===== src/rtl/micb_multi_ctrl.sv =====
// Multi-channel MICB bias controller: per-channel sync + debounce, shared
// fixed-priority arbiter that applies one power change, settles, then pulses Go.
module micb_multi_ctrl #(
    parameter int unsigned NUM_CH       = 2,
    parameter int unsigned DEBOUNCE_CYC = 1000000,
    parameter int unsigned SETTLE_CYC   = 50000
) (
    input  logic              Clk,
    input  logic              Rst_n,
    input  logic [NUM_CH-1:0] Key_in,
    input  logic [NUM_CH-1:0] Mode,
    output logic [NUM_CH-1:0] MICB_Power,
    output logic [NUM_CH-1:0] Led,
    output logic              Go,
    output logic [NUM_CH-1:0] Go_ch,
    output logic              Busy
);

    localparam int unsigned DW = (DEBOUNCE_CYC > 2) ? $clog2(DEBOUNCE_CYC) : 1;
    localparam int unsigned SW = (SETTLE_CYC > 1) ? $clog2(SETTLE_CYC) : 1;
    localparam int unsigned CW = (NUM_CH > 1) ? $clog2(NUM_CH) : 1;

    localparam logic [DW-1:0] DB_LAST  = DW'(DEBOUNCE_CYC - 1);
    localparam logic [SW-1:0] SET_LAST = SW'(SETTLE_CYC - 1);

    typedef enum logic [1:0] {IDLE, APPLY, SETTLE, GO} state_t;

    state_t            state;
    logic [NUM_CH-1:0] sync1;
    logic [NUM_CH-1:0] sync2;
    logic [NUM_CH-1:0] deb;
    logic [NUM_CH-1:0] deb_d;
    logic [NUM_CH-1:0] pending;
    logic [NUM_CH-1:0] event_v;
    logic [NUM_CH-1:0] clear_v;
    logic [DW-1:0]     db_cnt [NUM_CH];
    logic [SW-1:0]     settle_cnt;
    logic [CW-1:0]     sel;
    logic [CW-1:0]     low_idx;
    logic              any_pending;
    logic              found;
    logic              new_bit;

    // Synchronisers and debouncers; released (1) is the reset level.
    always_ff @(posedge Clk or negedge Rst_n) begin
        if (!Rst_n) begin
            sync1 <= '1;
            sync2 <= '1;
            deb   <= '1;
            deb_d <= '1;
            for (int unsigned i = 0; i < NUM_CH; i++) begin
                db_cnt[i] <= '0;
            end
        end else begin
            sync1 <= Key_in;
            sync2 <= sync1;
            deb_d <= deb;
            for (int unsigned i = 0; i < NUM_CH; i++) begin
                if (sync2[i] == deb[i]) begin
                    db_cnt[i] <= '0;
                end else if (db_cnt[i] == DB_LAST) begin
                    deb[i]    <= sync2[i];
                    db_cnt[i] <= '0;
                end else begin
                    db_cnt[i] <= db_cnt[i] + 1'b1;
                end
            end
        end
    end

    // Press (1->0) always counts; release only in follow mode.
    always_comb begin
        event_v = (deb_d & ~deb) | (Mode & ~deb_d & deb);
    end

    always_comb begin
        low_idx     = '0;
        found       = 1'b0;
        any_pending = |pending;
        for (int unsigned i = 0; i < NUM_CH; i++) begin
            if (pending[i] && !found) begin
                low_idx = CW'(i);
                found   = 1'b1;
            end
        end
    end

    always_comb begin
        clear_v = '0;
        if (state == APPLY) begin
            clear_v[sel] = 1'b1;
        end
        new_bit = Mode[sel] ? ~deb[sel] : ~MICB_Power[sel];
    end

    // Go/Go_ch are registered from the GO state, so they appear the cycle after it.
    always_ff @(posedge Clk or negedge Rst_n) begin
        if (!Rst_n) begin
            state      <= IDLE;
            sel        <= '0;
            settle_cnt <= '0;
            pending    <= '0;
            MICB_Power <= '0;
            Led        <= '0;
            Go         <= 1'b0;
            Go_ch      <= '0;
            Busy       <= 1'b0;
        end else begin
            pending <= (pending & ~clear_v) | event_v;
            Go      <= 1'b0;
            Go_ch   <= '0;
            case (state)
                IDLE: begin
                    if (any_pending) begin
                        sel   <= low_idx;
                        Busy  <= 1'b1;
                        state <= APPLY;
                    end
                end
                APPLY: begin
                    MICB_Power[sel] <= new_bit;
                    Led[sel]        <= new_bit;
                    settle_cnt      <= SET_LAST;
                    state           <= SETTLE;
                end
                SETTLE: begin
                    if (settle_cnt == '0) begin
                        state <= GO;
                    end else begin
                        settle_cnt <= settle_cnt - 1'b1;
                    end
                end
                GO: begin
                    Go    <= 1'b1;
                    Go_ch <= NUM_CH'(1) << sel;
                    Busy  <= 1'b0;
                    state <= IDLE;
                end
                default: state <= IDLE;
            endcase
        end
    end

endmodule


===== config.mk =====
export PLATFORM = sky130hd
export DESIGN_NAME = micb_multi_ctrl
export DESIGN_NICKNAME = d
export VERILOG_FILES = /design/src/rtl/micb_multi_ctrl.sv
export SDC_FILE = /design/constraint.sdc
export NUM_CORES = 1
export LEC_CHECK = 0
export ABC_CLOCK_PERIOD_IN_PS = 2450
export CAP_MARGIN = 25
export CORE_ASPECT_RATIO = 1.4
export CORE_MARGIN = 4
export CORE_UTILIZATION = 29
export DETAILED_ROUTE_END_ITERATION = 6
export HOLD_SLACK_MARGIN = 0.02
export PLACE_DENSITY_LB_ADDON = 0.3
export SYNTH_ARGS = -nofsm -noshare
export SYNTH_HDL_FRONTEND = slang
export SYNTH_SLANG_ARGS = --single-unit

===== constraint.sdc =====
create_clock -name Clk -period 2.45 [get_ports Clk]
set_input_delay 0.49 -clock Clk [delete_from_list [all_inputs] [get_ports Clk]]
set_output_delay 0.49 -clock Clk [all_outputs]
set_load 0.1 [all_outputs]

[Yosys cells after proc, flatten, opt, wreduce, memory -nomap -nowiden]
Index checks and enable logic that the tools add are counted.
Operators by class
  bitwise operators: 13
  equal/unequal tests: 10
  muxes and demuxes: 27
  shift operators: 1
  add/subtract/negate cells: 3
  order comparisons: 2
  reduce and logical (&&, ||, !) cells: 14
Operators by type and width (number)
  2-to-1 mux 20 bit: 4
  adder 20 x 1 -> 20 bit (second input constant): 2
  == test 20 bit (second input constant): 2
  one-hot mux 16 bit (2 select lines): 1
  logical NOT 16 bit: 1
  2-to-1 mux 16 bit: 1
  subtractor 16 x 1 -> 16 bit (second input constant): 1
  2-to-1 mux 1 bit: 12
  AND reduction 2 bit: 6
  AND 2 bit: 4
  2-to-1 mux 2 bit: 4
  one-hot mux 2 bit (4 select lines): 1
  inequality test 2 bit (second input constant): 3
  inverter 2 bit: 3
  bitwise mux 2 bit: 2
  == test 2 bit (second input constant): 2
  inverter 1 bit: 4
  bitwise OR 2 bit: 2
  nonzero test 2 bit: 2
  == test 1 bit: 2
  == test 2 x 1 -> 1 bit (second input constant): 1
  logical AND 1 bit: 2
  logical NOT 2 bit: 1
  less-than comparator 1 x 2 -> 1 bit (second input constant): 1
  other kinds (6): 6
Word-level totals
  bits of input ports: 6
  output and inout port bits: 8
  bits in registers: 77

[Depth between registers and ports, before layout]
  depth after elaboration: 8
  mapped depth: 7
  mapped depth without buffers: 6

[Worst setup path after synthesis]
Ideal clock, no wire load.
  path kind: register -> register
  start point: reg state[0]
  end point: reg settle_cnt[5]
  cell stages (with the launch flop): 7
  required time: 2.371 ns
  arrival time: 1.963 ns
  slack: 0.408 ns
  cell sequence: dfrtp_1 inv_1 ha_1 or4b_1 or2_2 a211oi_1 mux2i_1
On the way
  word-level cells in the longest chain between the ends: 3
  elaborated cells between the ends (all ways): 6
Ends and longest elaborated chain
  from (decl): RTL line 28  | state_t state;
  from (signal assigned): RTL line 99  | state <= IDLE;
  from (signal assigned): RTL line 117  | state <= APPLY;
  from (signal assigned): RTL line 124  | state <= SETTLE;
  == test 2 bit or == test 2 x 1 -> 1 bit (tied branches): RTL line 112  | case (state)
  inequality test 2 bit (no line) or nonzero test 2 bit (tied branches)
  AND reduction 2 bit (no line)
  to (signal assigned): RTL line 130  | settle_cnt <= settle_cnt - 1'b1;
  to (decl): RTL line 37  | logic [SW-1:0] settle_cnt;
Parallel ways exist; a longest one is shown, timed or not.
A chain may end at the register's enable or synchronous reset.

[Worst setup path after layout]
  start point: reg state[0]
  end point: reg settle_cnt[9]
The elaborated chain is that of the path after synthesis.

==> impl_results.rst <==
.. list-table::
   :header-rows: 1

   * - Metric
     - Value
   * - Final Critical Period
     - 2.29 ns
   * - Die area
     - 14500 sq um
   * - Clock group share of total power
     - 53.0%
   * - Seq/Total Area, Yosys
     - 51.4%
   * - Met3 Resource Use GR
     - 2.52%
   * - Predominant post-synthesis flop cell
     - sky130_fd_sc_hd__dfrtp_1
   * - GRT Util Overall
     - 11.6%
   * - Root buf cell
     - sky130_fd_sc_hd__clkbuf_16
   * - Remaining antenna violation count after routing
     - 0
   * - # nets final
     - 406
   * - Cells taking the most area after synthesis
     - sky130_fd_sc_hd__dfrtp_1 46%, sky130_fd_sc_hd__dfstp_2 5.7%, sky130_fd_sc_hd__nor2_1 4.2%, sky130_fd_sc_hd__xnor2_1 3.8%, sky130_fd_sc_hd__nand2_1 3.5%
   * - Final worst slack
     - 0.159 ns
   * - # hold bufs at CTS
     - 0
   * - P_leak
     - 0.00179 uW
   * - Register bit total from synthesis
     - 75
   * - Clock latency at the later pin of the worst-skew pair
     - 0.34 ns
   * - Total number of clock tree sinks
     - 75
   * - Wire length after detailed routing
     - 7500 microns
   * - Grt met1 use
     - 13.9%
   * - Synth unique cells
     - 48
   * - Highest Clock Rate
     - 436 MHz
   * - Comb power frac
     - 2.9%
   * - Routed via count
     - 2746
   * - PwrDens
     - 664 nW/um^2
   * - Most area-hungry cell type in the Yosys netlist
     - sky130_fd_sc_hd__dfrtp_1
   * - Final setup violation count
     - 0
   * - Setup slack after placement
     - 0.155 ns
   * - Gate count of the mapped netlist
     - 370
   * - Fraction of layout cells with a size suffix above 1
     - 12.6%
   * - Setup TNS
     - 0 ns
   * - Mean instance size in the synthesized netlist
     - 9.91 sq um
   * - Synth-to-Final Area Change
     - 17.9%
   * - Fin crit share
     - 93.5%
   * - Final count of pins violating max slew
     - 0
   * - Data required, critical path
     - 2.71 ns
   * - Startpoint type of the worst setup path
     - flip-flop
   * - Die Height
     - 141 microns
   * - Residual DRC count
     - 0
   * - Crit path capture type
     - flip-flop
   * - TritonCTS clock tree
     - done
   * - Std cell rows
     - 48
   * - Yosys warning total
     - 0
   * - Postcts setup bufs
     - 0
   * - Synthesized area
     - 3670 sq um
   * - Net Sw Frac
     - 20.9%
   * - Pint
     - 2280 uW
   * - Part of the power in registers
     - 44.1%
   * - Core region area
     - 12400 sq um
   * - Net switching power figure
     - 600 uW
   * - Commonest cells post-synth
     - 67 x sky130_fd_sc_hd__dfrtp_1, 41 x sky130_fd_sc_hd__nor2_1, 34 x sky130_fd_sc_hd__nand2_1
   * - Worst-case clock buffer depth
     - 2
   * - Initial detailed-routing violation count
     - 96
   * - Initial core utilization
     - 29.7%
   * - Outcome
     - completed
   * - IR Drop Worst-Case VDD
     - 0.257 mV
   * - H-tree depth reported by CTS
     - 3
   * - Count of maximum capacitance violations
     - 0
   * - Boundary pin count
     - 14
   * - Worst Path Max Fanout
     - 8
   * - Initial antenna violation count
     - 0
   * - Path type of the worst setup path
     - flip-flop to flip-flop
   * - Measured slew at the worst slew-check pin
     - 0.663 ns
   * - Fin Clk Skew
     - 0.00963 ns
   * - Global-route met2 utilization
     - 19.7%
   * - Mean number of vias per cell
     - 5.01
   * - RSZ-0062 raised after global routing
     - false
   * - Die Width
     - 103 microns
   * - Worst hold path class
     - input port to async pin
   * - Synth top area share
     - 45.7%
   * - EDFF count, synth
     - 0
   * - Number of iterations in the first detailed-routing pass
     - 4
   * - Port bufs
     - 13
   * - Net count of the mapped netlist
     - 383
   * - Congestion Overflow GR
     - 0
   * - Maximum number of pins on one net before global-route repair
     - 45
   * - Number of antenna cells inserted
     - 0
   * - Average detailed-routed wire length per instance
     - 13.7 microns
   * - Count leader, synth
     - sky130_fd_sc_hd__dfrtp_1
   * - Final RePlAce weighted congestion
     - 0.844
   * - Post-DP HPWL
     - 5300 microns
   * - Reg clk slew, reported paths
     - 0.06 ns
   * - Global route hottest layer
     - met2
   * - Fin. Hold Viols
     - 0
   * - Vias in the first global route
     - 2814
   * - CTS buffer count
     - 9
   * - Slew margin rel.
     - 55.7%
   * - First-pass GRT wire length
     - 13400 microns
   * - Fraction of registers with async set/reset
     - 100%
   * - Arrival time reported for the critical path endpoint
     - 2.55 ns
[worst max-delay path, stage by stage (launching register included)]
cell and delay [ns]:
sky130_fd_sc_hd__dfrtp_1 0.41, sky130_fd_sc_hd__inv_1 0.11, sky130_fd_sc_hd__ha_1 0.30, sky130_fd_sc_hd__or4b_1 0.55, sky130_fd_sc_hd__or2_2 0.33, sky130_fd_sc_hd__a211oi_1 0.30, sky130_fd_sc_hd__mux2i_1 0.21
[cells by family (layout without fill, tap and decap cells)]
group	Yosys count	after routing	synth area share, %
xor+xnor	26	26	6.21
simple gates	165	165	24.2
compound gates	60	60	9.58
fa+ha+maj	7	7	2.39
mux	12	12	3.34
buf+inv	25	53	2.86
flops	75	75	51.4
[cell type report]
| class | count | area (sq um) |
|---|---|---|
| Sequential cell | 75 | 1890 |
| Inverter | 16 | 60.1 |
| Timing Repair Buffer | 21 | 168 |
| Clock inverter | 6 | 114 |
| Clock buffer | 10 | 229 |
| Multi-Input combinational cell | 270 | 1680 |
| Tap cell | 150 | 188 |
| Fill cell | 1248 | 8050 |
[registers in the layout (all words and copies together), names as in the netlist]
register    count
settle_cnt     16
sync1           2
sync2           2
MICB_Power      2
deb             2
deb_d           2
sel             1
Go              1
Go_ch           2
pending         2
state           2
db_cnt         40
Busy            1
[layout by cell type (no fill, tap or decap), types with 5 or more instances in the layout]
| cell | instances |
|---|---|
| sky130_fd_sc_hd__xnor2_1 | 16 |
| sky130_fd_sc_hd__mux2i_1 | 10 |
| sky130_fd_sc_hd__dfstp_2 | 8 |
| sky130_fd_sc_hd__nor2_1 | 41 |
| sky130_fd_sc_hd__or3_1 | 11 |
| sky130_fd_sc_hd__inv_1 | 16 |
| sky130_fd_sc_hd__nor3_1 | 10 |
| sky130_fd_sc_hd__nor4_1 | 10 |
| sky130_fd_sc_hd__xor2_1 | 10 |
| sky130_fd_sc_hd__a21oi_1 | 21 |
| sky130_fd_sc_hd__ha_1 | 7 |
| sky130_fd_sc_hd__dfrtp_1 | 67 |
| sky130_fd_sc_hd__o21ai_0 | 20 |
| sky130_fd_sc_hd__clkbuf_16 | 9 |
| sky130_fd_sc_hd__buf_4 | 17 |
| sky130_fd_sc_hd__nand2_1 | 34 |
| sky130_fd_sc_hd__nand3_1 | 13 |
| sky130_fd_sc_hd__or4_1 | 7 |
| sky130_fd_sc_hd__and2_1 | 5 |
[through the flow]
stage          hold slack, ns  util (%)  total power (uW)  std cells  instance area [sq um]
2_1_floorplan           0.194         -              1320        370                   3670
3_3_place_gp            0.347      32.2              1370        532                   3980
3_5_place_dp            0.347      32.2              1380        532                   3980
4_1_cts                 0.180      34.9              2910        548                   4320
5_1_grt                 0.215      35.0              2970        548                   4330
6_report                0.158      35.0              2870        548                   4330
[path summary, 6_finish.rpt]
kind | start | end | slack [ns] | cells after the start
hold / removal | Rst_n | db_cnt[19] | 0.16 | 1
setup reg to reg | state[0] | settle_cnt[9] | 0.16 | 6
hold reg to reg | sync1[0] | sync2[0] | 0.35 | 0
min in group Clk | sync1[0] | sync2[0] | 0.35 | 0
setup / recovery | state[0] | settle_cnt[9] | 0.16 | 6
max in group asynchronous | Rst_n | sync1[1] | 1.61 | 2
[power groups by stage]
stage,Combinational [uW],Clock [uW],Sequential (uW)
3_3_place_gp,84.8,0,1290
4_1_cts,86.5,1560,1270
2_1_floorplan,32.0,0,1290
6_report,83.2,1520,1270
3_5_place_dp,86.1,0,1290
5_1_grt,96.3,1610,1270
[metal layers]
layer | wire, microns | up-vias
met1 | 3280 | 1349
met4 | 153 | 0
met2 | 3870 | 27
li1 | - | 1358
met5 | 0 | -
met3 | 186 | 12
[timing repair]
item,4_1_cts,5_1_grt
gates resized for setup,0,1
endpoints found under the setup margin,0,1
endpoints found under the hold margin,0,0
(Power assumes the default switching activity.)
